## src/rtl/fault_campaign_ctrl.sv

```systemverilog
// Fault-injection campaign sequencer for a single full adder under test.
// Sweeps fault codes 0..4 over all eight input vectors and records which faults were observed.
module fault_campaign_ctrl (
  input  logic       clk,
  input  logic       rst,
  input  logic       start,
  input  logic       abort,
  input  logic       dut_sum,
  input  logic       dut_carry,
  output logic [2:0] fault_select,
  output logic       a,
  output logic       b,
  output logic       cin,
  output logic       busy,
  output logic       done,
  output logic [4:0] detect_map,
  output logic [2:0] detect_count,
  output logic [5:0] mismatch_count,
  output logic       golden_err,
  output logic [1:0] state_o
);

  typedef enum logic [1:0] {IDLE = 2'd0, APPLY = 2'd1, SAMPLE = 2'd2, DONE = 2'd3} state_t;

  state_t     state_q, state_d;
  logic [2:0] f_q, f_d;
  logic [2:0] v_q, v_d;
  logic [2:0] fault_select_q, fault_select_d;
  logic [2:0] abc_q, abc_d;
  logic       busy_q, busy_d;
  logic       done_q, done_d;
  logic [4:0] detect_map_q, detect_map_d;
  logic [2:0] detect_count_q, detect_count_d;
  logic [5:0] mismatch_count_q, mismatch_count_d;
  logic       golden_err_q, golden_err_d;

  logic golden_sum, golden_carry, mismatch;

  // Golden reference is taken from the vector currently driven to the adder.
  assign golden_sum   = abc_q[2] ^ abc_q[1] ^ abc_q[0];
  assign golden_carry = (abc_q[2] & abc_q[1]) | (abc_q[2] & abc_q[0]) | (abc_q[1] & abc_q[0]);
  assign mismatch     = (dut_sum != golden_sum) || (dut_carry != golden_carry);

  always_comb begin
    state_d          = state_q;
    f_d              = f_q;
    v_d              = v_q;
    detect_map_d     = detect_map_q;
    mismatch_count_d = mismatch_count_q;
    golden_err_d     = golden_err_q;

    case (state_q)
      IDLE: begin
        if (start && !abort) begin
          state_d          = APPLY;
          f_d              = 3'd0;
          v_d              = 3'd0;
          detect_map_d     = 5'd0;
          mismatch_count_d = 6'd0;
          golden_err_d     = 1'b0;
        end
      end
      APPLY: begin
        state_d = abort ? IDLE : SAMPLE;
      end
      SAMPLE: begin
        // A mismatch seen in this SAMPLE is kept even when abort ends the campaign.
        if (mismatch) begin
          mismatch_count_d = (mismatch_count_q == 6'd63) ? mismatch_count_q : mismatch_count_q + 6'd1;
          detect_map_d     = detect_map_q | (5'd1 << f_q);
          if (f_q == 3'd0) golden_err_d = 1'b1;
        end
        if (abort) begin
          state_d = IDLE;
        end else if (v_q != 3'd7) begin
          v_d     = v_q + 3'd1;
          state_d = APPLY;
        end else if (f_q != 3'd4) begin
          f_d     = f_q + 3'd1;
          v_d     = 3'd0;
          state_d = APPLY;
        end else begin
          state_d = DONE;
        end
      end
      DONE: begin
        state_d = IDLE;
      end
      default: state_d = IDLE;
    endcase

    // Outputs are registered, so they are derived from the state being entered.
    fault_select_d = 3'd0;
    abc_d          = 3'd0;
    case (state_d)
      APPLY: begin
        fault_select_d = f_d;
        abc_d          = v_d;
      end
      SAMPLE: begin
        fault_select_d = fault_select_q;
        abc_d          = abc_q;
      end
      default: ;
    endcase
    busy_d         = (state_d == APPLY) || (state_d == SAMPLE);
    done_d         = (state_d == DONE);
    detect_count_d = {2'b00, detect_map_d[1]} + {2'b00, detect_map_d[2]}
                   + {2'b00, detect_map_d[3]} + {2'b00, detect_map_d[4]};
  end

  always_ff @(posedge clk) begin
    if (rst) begin
      state_q          <= IDLE;
      f_q              <= 3'd0;
      v_q              <= 3'd0;
      fault_select_q   <= 3'd0;
      abc_q            <= 3'd0;
      busy_q           <= 1'b0;
      done_q           <= 1'b0;
      detect_map_q     <= 5'd0;
      detect_count_q   <= 3'd0;
      mismatch_count_q <= 6'd0;
      golden_err_q     <= 1'b0;
    end else begin
      state_q          <= state_d;
      f_q              <= f_d;
      v_q              <= v_d;
      fault_select_q   <= fault_select_d;
      abc_q            <= abc_d;
      busy_q           <= busy_d;
      done_q           <= done_d;
      detect_map_q     <= detect_map_d;
      detect_count_q   <= detect_count_d;
      mismatch_count_q <= mismatch_count_d;
      golden_err_q     <= golden_err_d;
    end
  end

  assign fault_select   = fault_select_q;
  assign a              = abc_q[2];
  assign b              = abc_q[1];
  assign cin            = abc_q[0];
  assign busy           = busy_q;
  assign done           = done_q;
  assign detect_map     = detect_map_q;
  assign detect_count   = detect_count_q;
  assign mismatch_count = mismatch_count_q;
  assign golden_err     = golden_err_q;
  assign state_o        = state_q;

endmodule

```

## config.mk

```make
export PLATFORM = sky130hd
export DESIGN_NAME = fault_campaign_ctrl
export DESIGN_NICKNAME = d
export VERILOG_FILES = /design/src/rtl/fault_campaign_ctrl.sv
export SDC_FILE = /design/constraint.sdc
export NUM_CORES = 1
export LEC_CHECK = 0
export CAP_MARGIN = 15
export CORE_MARGIN = 3
export CORE_UTILIZATION = 30
export CTS_BUF_LIST = sky130_fd_sc_hd__clkbuf_16
export CTS_CLUSTER_SIZE = 20
export DETAILED_ROUTE_END_ITERATION = 10
export GPL_TIMING_DRIVEN = 0
export MAX_ROUTING_LAYER = met4
export PLACE_DENSITY = 0.65
export RECOVER_POWER = 25
export SYNTH_ARGS = -nofsm -noshare
export SYNTH_HDL_FRONTEND = slang
export SYNTH_SLANG_ARGS = --single-unit
```

## constraint.sdc

```tcl
create_clock -name clk -period 2.95 [get_ports clk]
set_input_delay 0.7375 -clock clk [delete_from_list [all_inputs] [get_ports clk]]
set_output_delay 0.7375 -clock clk [all_outputs]
set_load 0.005 [all_outputs]
```

==> results of run 1 <==
-- sequential cells by signal (all words and copies together), names as in the netlist --
register / count
mismatch_count: 6
detect_map: 5
abc_q: 3
detect_count: 3
f_q: 3
fault_select: 3
v_q: 3
state_o: 2
busy: 1
done: 1
golden_err: 1
-- repair_timing --
item,in CTS,in global routing
buffers inserted,0,2
pin swaps,0,3
resized for setup,6,7
cloned,0,0
setup endpoints to repair,3,1
hold buffers,0,0
-- synth_stat cells, types with 3 or more instances --
| cell | count | area [um2] |
|---|---|---|
| nand4b_1 | 3 | 26.3 |
| nor2_1 | 13 | 48.8 |
| o21ai_0 | 4 | 20.0 |
| nand2_1 | 11 | 41.3 |
| a32oi_1 | 4 | 35.0 |
| nand2b_1 | 3 | 18.8 |
| nand3_1 | 9 | 45.0 |
| a21oi_1 | 8 | 40.0 |
| mux2i_1 | 4 | 40.0 |
| inv_1 | 11 | 41.3 |
| ha_1 | 13 | 163 |
| clkbuf_1 | 3 | 11.3 |
| dfxtp_1 | 31 | 621 |
| o22ai_1 | 3 | 18.8 |
| nor2b_1 | 10 | 62.6 |
-- final cells by class --
type	count	area (um2)
buffer	7	36.3
inverter	11	41.3
clock buffer	5	125
tap	67	83.8
fill	497	2750
multi-input combinational	121	912
sequential	31	622
timing repair buffer	31	299
clock inverter	3	11.3
-- through the flow --
| step | worst slack [ps] | hold WS (ps) | setup TNS (ps) |
|---|---|---|---|
| after floorplan | 160 | 464 | 0 |
| after global placement | -573 | 449 | -2490 |
| after detailed placement | -564 | 456 | -2540 |
| after CTS | 57.5 | 467 | 0 |
| after global routing | 9.33 | 497 | 0 |
| final | 107 | 459 | 0 |
-- power by group through the flow --
| stage | logic, mW | clock network [mW] | registers [mW] |
|---|---|---|---|
| CTS | 0.0568 | 0.492 | 0.426 |
| global route | 0.0651 | 0.506 | 0.426 |
| detailed placement | 0.0563 | 0 | 0.434 |
| finish | 0.0586 | 0.479 | 0.426 |
| floorplan | 0.0324 | 0 | 0.434 |
| global placement | 0.0555 | 0 | 0.434 |
-- cell families (layout without fill, tap and decap cells) --
group                    Yosys count  after routing
AND/OR/NAND/NOR                   65             65
AO/OA/AOI/OAI                     34             34
flip-flops                        31             31
buffers and inverters             18             57
adder cells (fa/ha/maj)           15             15
multiplexers                       5              5
XOR/XNOR                           2              2
-- critical path, stage by stage (launching register included) --
cell and delay (ps):
dfxtp_1 350, inv_1 70, fa_1 550, xor2_2 230, a21oi_4 130, a32oi_2 250
inv_1 90, fa_1 470, ha_1 190, ha_1 260, nor2b_1 120
-- layer usage --
| metal | global-route usage | share of wire | vias to the layer above |
|---|---|---|---|
| met5 | - | 0 | - |
| met4 | 0.0804 | 0.026 | 0 |
| met3 | 0.0310 | 0.037 | 7 |
| li1 | - | - | 674 |
| met1 | 0.147 | 0.47 | 599 |
| met2 | 0.184 | 0.46 | 30 |
-- worst max-delay path by stage --
stage	startpoint	endpoint	slack, ps	depth (start not counted)
global placement	abort	detect_count[1]	-570	9
detailed placement	abort	detect_count[1]	-560	9
CTS	abort	detect_count[1]	60	9
global route	abc_q[2]	detect_count[1]	9	10
finish	abc_q[1]	detect_count[1]	110	10
floorplan	abort	detect_count[1]	160	8
==> results.cfg, run 1 <==
[worst_hold_path]
hp-start = detect_map[0]
hold_end = detect_map[0]
hold_path_depth = 1
hold_path_class = register to register

[floorplan]
core_area_um2 = 4880
dieWidth_um = 78.3
start_util = 0.322
fp.dieH_um = 78.3
ios = 31
num_rows = 25
die_area_um2 = 6130

[detailed_routing]
totalWireLength_um = 3490
drt_iter0_markers = 37
drc = 0
postRouteAntennaNets = 0
vias = 1310
dr.pass1.iters = 4
wl_per_cell_um = 12.6
viasPerCell = 4.75

[synthesis]
synthMuxAreaShare = 0.0327
synth.distinct_cells = 45
synthArstFlopShare = 0
synth-edff-count = 0
yosys_register_bits = 31
yosysWarnings = 0
ys.flop_type = dfxtp_1
synth_compound_area_frac = 0.151
synth_area_um2 = 1570
synth_seq_area_share = 0.396
synthXorXnorAreaFrac = 0.0112
synth_adder_area_share = 0.129
postSynthAreaPerCell_um2 = 9.23
synth_top_family_by_area = simple AND/OR/NAND/NOR gates
netlist_instances = 170
yosys.area_share.simple = 0.231
synth_nets = 191

[worst_setup_path]
cp_max_fo = 7
cp.required_ps = 3100
rr_worst_depth = 10
arrival_ps = 2990
path_class = register to register
crit_path_end_kind = register
r2r_start = abc_q[1]
r2r-end = detect_count[1]
reg2reg_slack_ps = 110
start_kind = register

[placement]
dpl.cell_count = 266
dp_hpwl_um = 2550
gp_congestion = 0.796
placed_cell_area_um2 = 1940
portBuffers = 29

[finish]
antenna_cells = 0
area_growth_pct = 35.8
fin_area_um2 = 2130
nets = 229
final_cell_count_no_fill = 276
drive_above_1_share = 0.110
final_util = 0.437
final_common_cell = dfxtp_1
final_cell_mix = dfxtp_1, clkdlybuf4s50_1, nor2_1, ha_1, inv_1

[power_and_ir_drop]
switchingPower_mw = 0.214
power.density_nw_per_um2 = 452
fin_total_pwr_mw = 0.963
share_seq_of_total_power = 0.442
switching_share = 0.222
max-vdd-ir-drop_mv = 0.222
comb_power_share = 0.061
p_leak_nw = 0.823
internal_power_mw = 0.749
p_clk_frac = 0.497

[flow_run]
maxCapViolations = 0

[cts]
root_buffer = clkbuf_16
htreeDepth = 2
clock_sinks = 31
cts_buffers = 5
tritoncts = done
clk_pin_slew_ps = 50
clk_latency_ps = 280
clockBufferDepth = 2

[global_route]
grt_max_degree = 11
grt_overflow = 0
grt_pass1_wl_um = 5720
grt_usage = 0.123
grt_pass1_vias = 1253
antenna_found_initial = 0

[timing]
hold_viol = 0
final.period_utilization = 0.964
setup_viol = 0
fmax_ghz = 0.352
worst_slew_pin_slew_ps = 663
period_minus_slack_ps = 2840
fin_worst_skew_ps = 3.88
rsz0062_at_grt = no
drv_slew = 0
slew_headroom = 0.554

[status]
outcome = complete, no violations
No activity file was read; power rests on OpenSTA's default activity.
==> run 2: changes to the inputs <==
--- a/config.mk
+++ b/config.mk
@@ -6,6 +6,7 @@
 export NUM_CORES = 1
 export LEC_CHECK = 0
 export CAP_MARGIN = 15
+export CORE_ASPECT_RATIO = 1.5
 export CORE_MARGIN = 3
 export CORE_UTILIZATION = 30
 export CTS_BUF_LIST = sky130_fd_sc_hd__clkbuf_16
==> results.cfg, run 2 (same netlist as run 1, synthesis figures left out) <==
[timing]
fmax_ghz = 0.356
final.period_utilization = 0.952
period_minus_slack_ps = 2810
setup_viol = 0
slew_headroom = 0.538
fin_worst_skew_ps = 4.99
hold_viol = 0
drv_slew = 0
worst_slew_pin_slew_ps = 687
rsz0062_at_grt = no
hold_slack_ps = 459

[power_and_ir_drop]
power.density_nw_per_um2 = 487
p_leak_nw = 0.818
p_clk_frac = 0.539
internal_power_mw = 0.839
comb_power_share = 0.055
switching_share = 0.199
max-vdd-ir-drop_mv = 0.219
share_seq_of_total_power = 0.406
switchingPower_mw = 0.208

[finish]
final_util = 0.437
area_growth_pct = 37.2
nets = 229
final_cell_mix = dfxtp_1, clkdlybuf4s50_1, nor2_1, ha_1
antenna_cells = 0
drive_above_1_share = 0.124
final_common_cell = dfxtp_1
largest_reg_flops = 6

[cts]
clockBufferDepth = 2
clk_latency_ps = 270
root_buffer = clkbuf_16
clk_pin_slew_ps = 50
htreeDepth = 2
clock_sinks = 31
cts_buffers = 5
tritoncts = done

[floorplan]
fp.dieH_um = 94.6
ios = 31
dieWidth_um = 65.1
die_area_um2 = 6150
start_util = 0.319
core_area_um2 = 4930
num_rows = 31

[global_route]
grt_pass1_wl_um = 5800
grt_pass1_vias = 1309
grt_overflow = 0
antenna_found_initial = 0
grt_usage = 0.127
grt_max_degree = 11

[detailed_routing]
wl_per_cell_um = 12.8
dr.pass1.iters = 4
drt_iter0_markers = 41
drc = 0
postRouteAntennaNets = 0
totalWireLength_um = 3510
vias = 1322
viasPerCell = 4.81

[worst_setup_path]
cp.required_ps = 3090
arrival_ps = 2950
path_cells = clkdlybuf4s50_1, xor2_2, a21oi_4, a32oi_2, inv_1, fa_1, ha_2, ha_1, nor2b_1
reg2reg_slack_ps = 150
path_class = input port to register
start_kind = input port
cp_max_fo = 6
slowest_stage = clkdlybuf4s50_1
max_stage_delay_ps = 520
crit_path_end_kind = register

[worst_hold_path]
hold_path_class = register to register

[placement]
gp_congestion = 0.766
portBuffers = 29
dp_hpwl_um = 2620

[status]
outcome = complete, no violations

[flow_run]
maxCapViolations = 0
-- run 2: cell types whose count changed in the layout (fill, tap and decap cells not counted), moves of 2 or more --
cell	before	now
dfxtp_2	1	3
dlygate4sd3_1	7	4
clkdlybuf4s50_1	20	23
dfxtp_1	30	28
-- run 2: final timing paths --
path                 start              end  cells past startpoint
max                dut_sum  detect_count[1]                      9
min          detect_map[0]    detect_map[0]                      1
max reg2reg       abc_q[1]  detect_count[1]                     10
min reg2reg  detect_map[0]    detect_map[0]                      1
-- run 2: per-stage QoR --
step / setup slack (ps) / cells / total power [mW] / area (um2) / TNS (ps)
2_1_floorplan: 160 / 170 / 0.466 / 1570 / 0
3_3_place_gp: -559 / 265 / 0.490 / 1940 / -2600
3_5_place_dp: -572 / 265 / 0.490 / 1940 / -2730
4_1_cts: 44.7 / 273 / 1.06 / 2120 / 0
5_1_grt: 5.92 / 275 / 1.09 / 2150 / 0
6_report: 142 / 275 / 1.05 / 2150 / 0
-- run 2: routing by layer --
metal	vias up	global-route usage	wire, um
li1	677	-	-
met1	619	0.125	1450
met2	22	0.227	1900
met4	0	0.0727	68
met5	-	-	0
met3	4	0.0286	90
-- run 2: power by group through the flow --
stage          Combinational, mW  Sequential, mW  Clock [mW]
2_1_floorplan             0.0324           0.434           0
3_3_place_gp              0.0558           0.434           0
3_5_place_dp              0.0560           0.434           0
4_1_cts                   0.0568           0.425       0.579
5_1_grt                   0.0637           0.425       0.598
6_report                  0.0579           0.425       0.564
-- run 2: what timing repair did --
item | in CTS | in global routing
hold buffers | 0 | 0
buffers inserted | 0 | 2
pin swaps | 0 | 4
setup endpoints to repair | 3 | 2
gates resized for setup | 7 | 10
-- run 2: area by class of cell --
type                            count  area [um2]
Sequential cell                    31         624
Clock inverter                      3        38.8
Buffer                              7        35.0
Multi-Input combinational cell    121         907
Fill cell                         504        2770
Timing Repair Buffer               31         299
Tap cell                           66        82.6
Clock buffer                        5         125
Inverter                           11        41.3
-- run 2: worst max-delay path: cells and delay by family --
kind	cells	cell delay [ps]
xor+xnor	1	210
buf+inv	2	610
compound gates	2	360
fa+ha+maj	3	910
simple gates	1	120
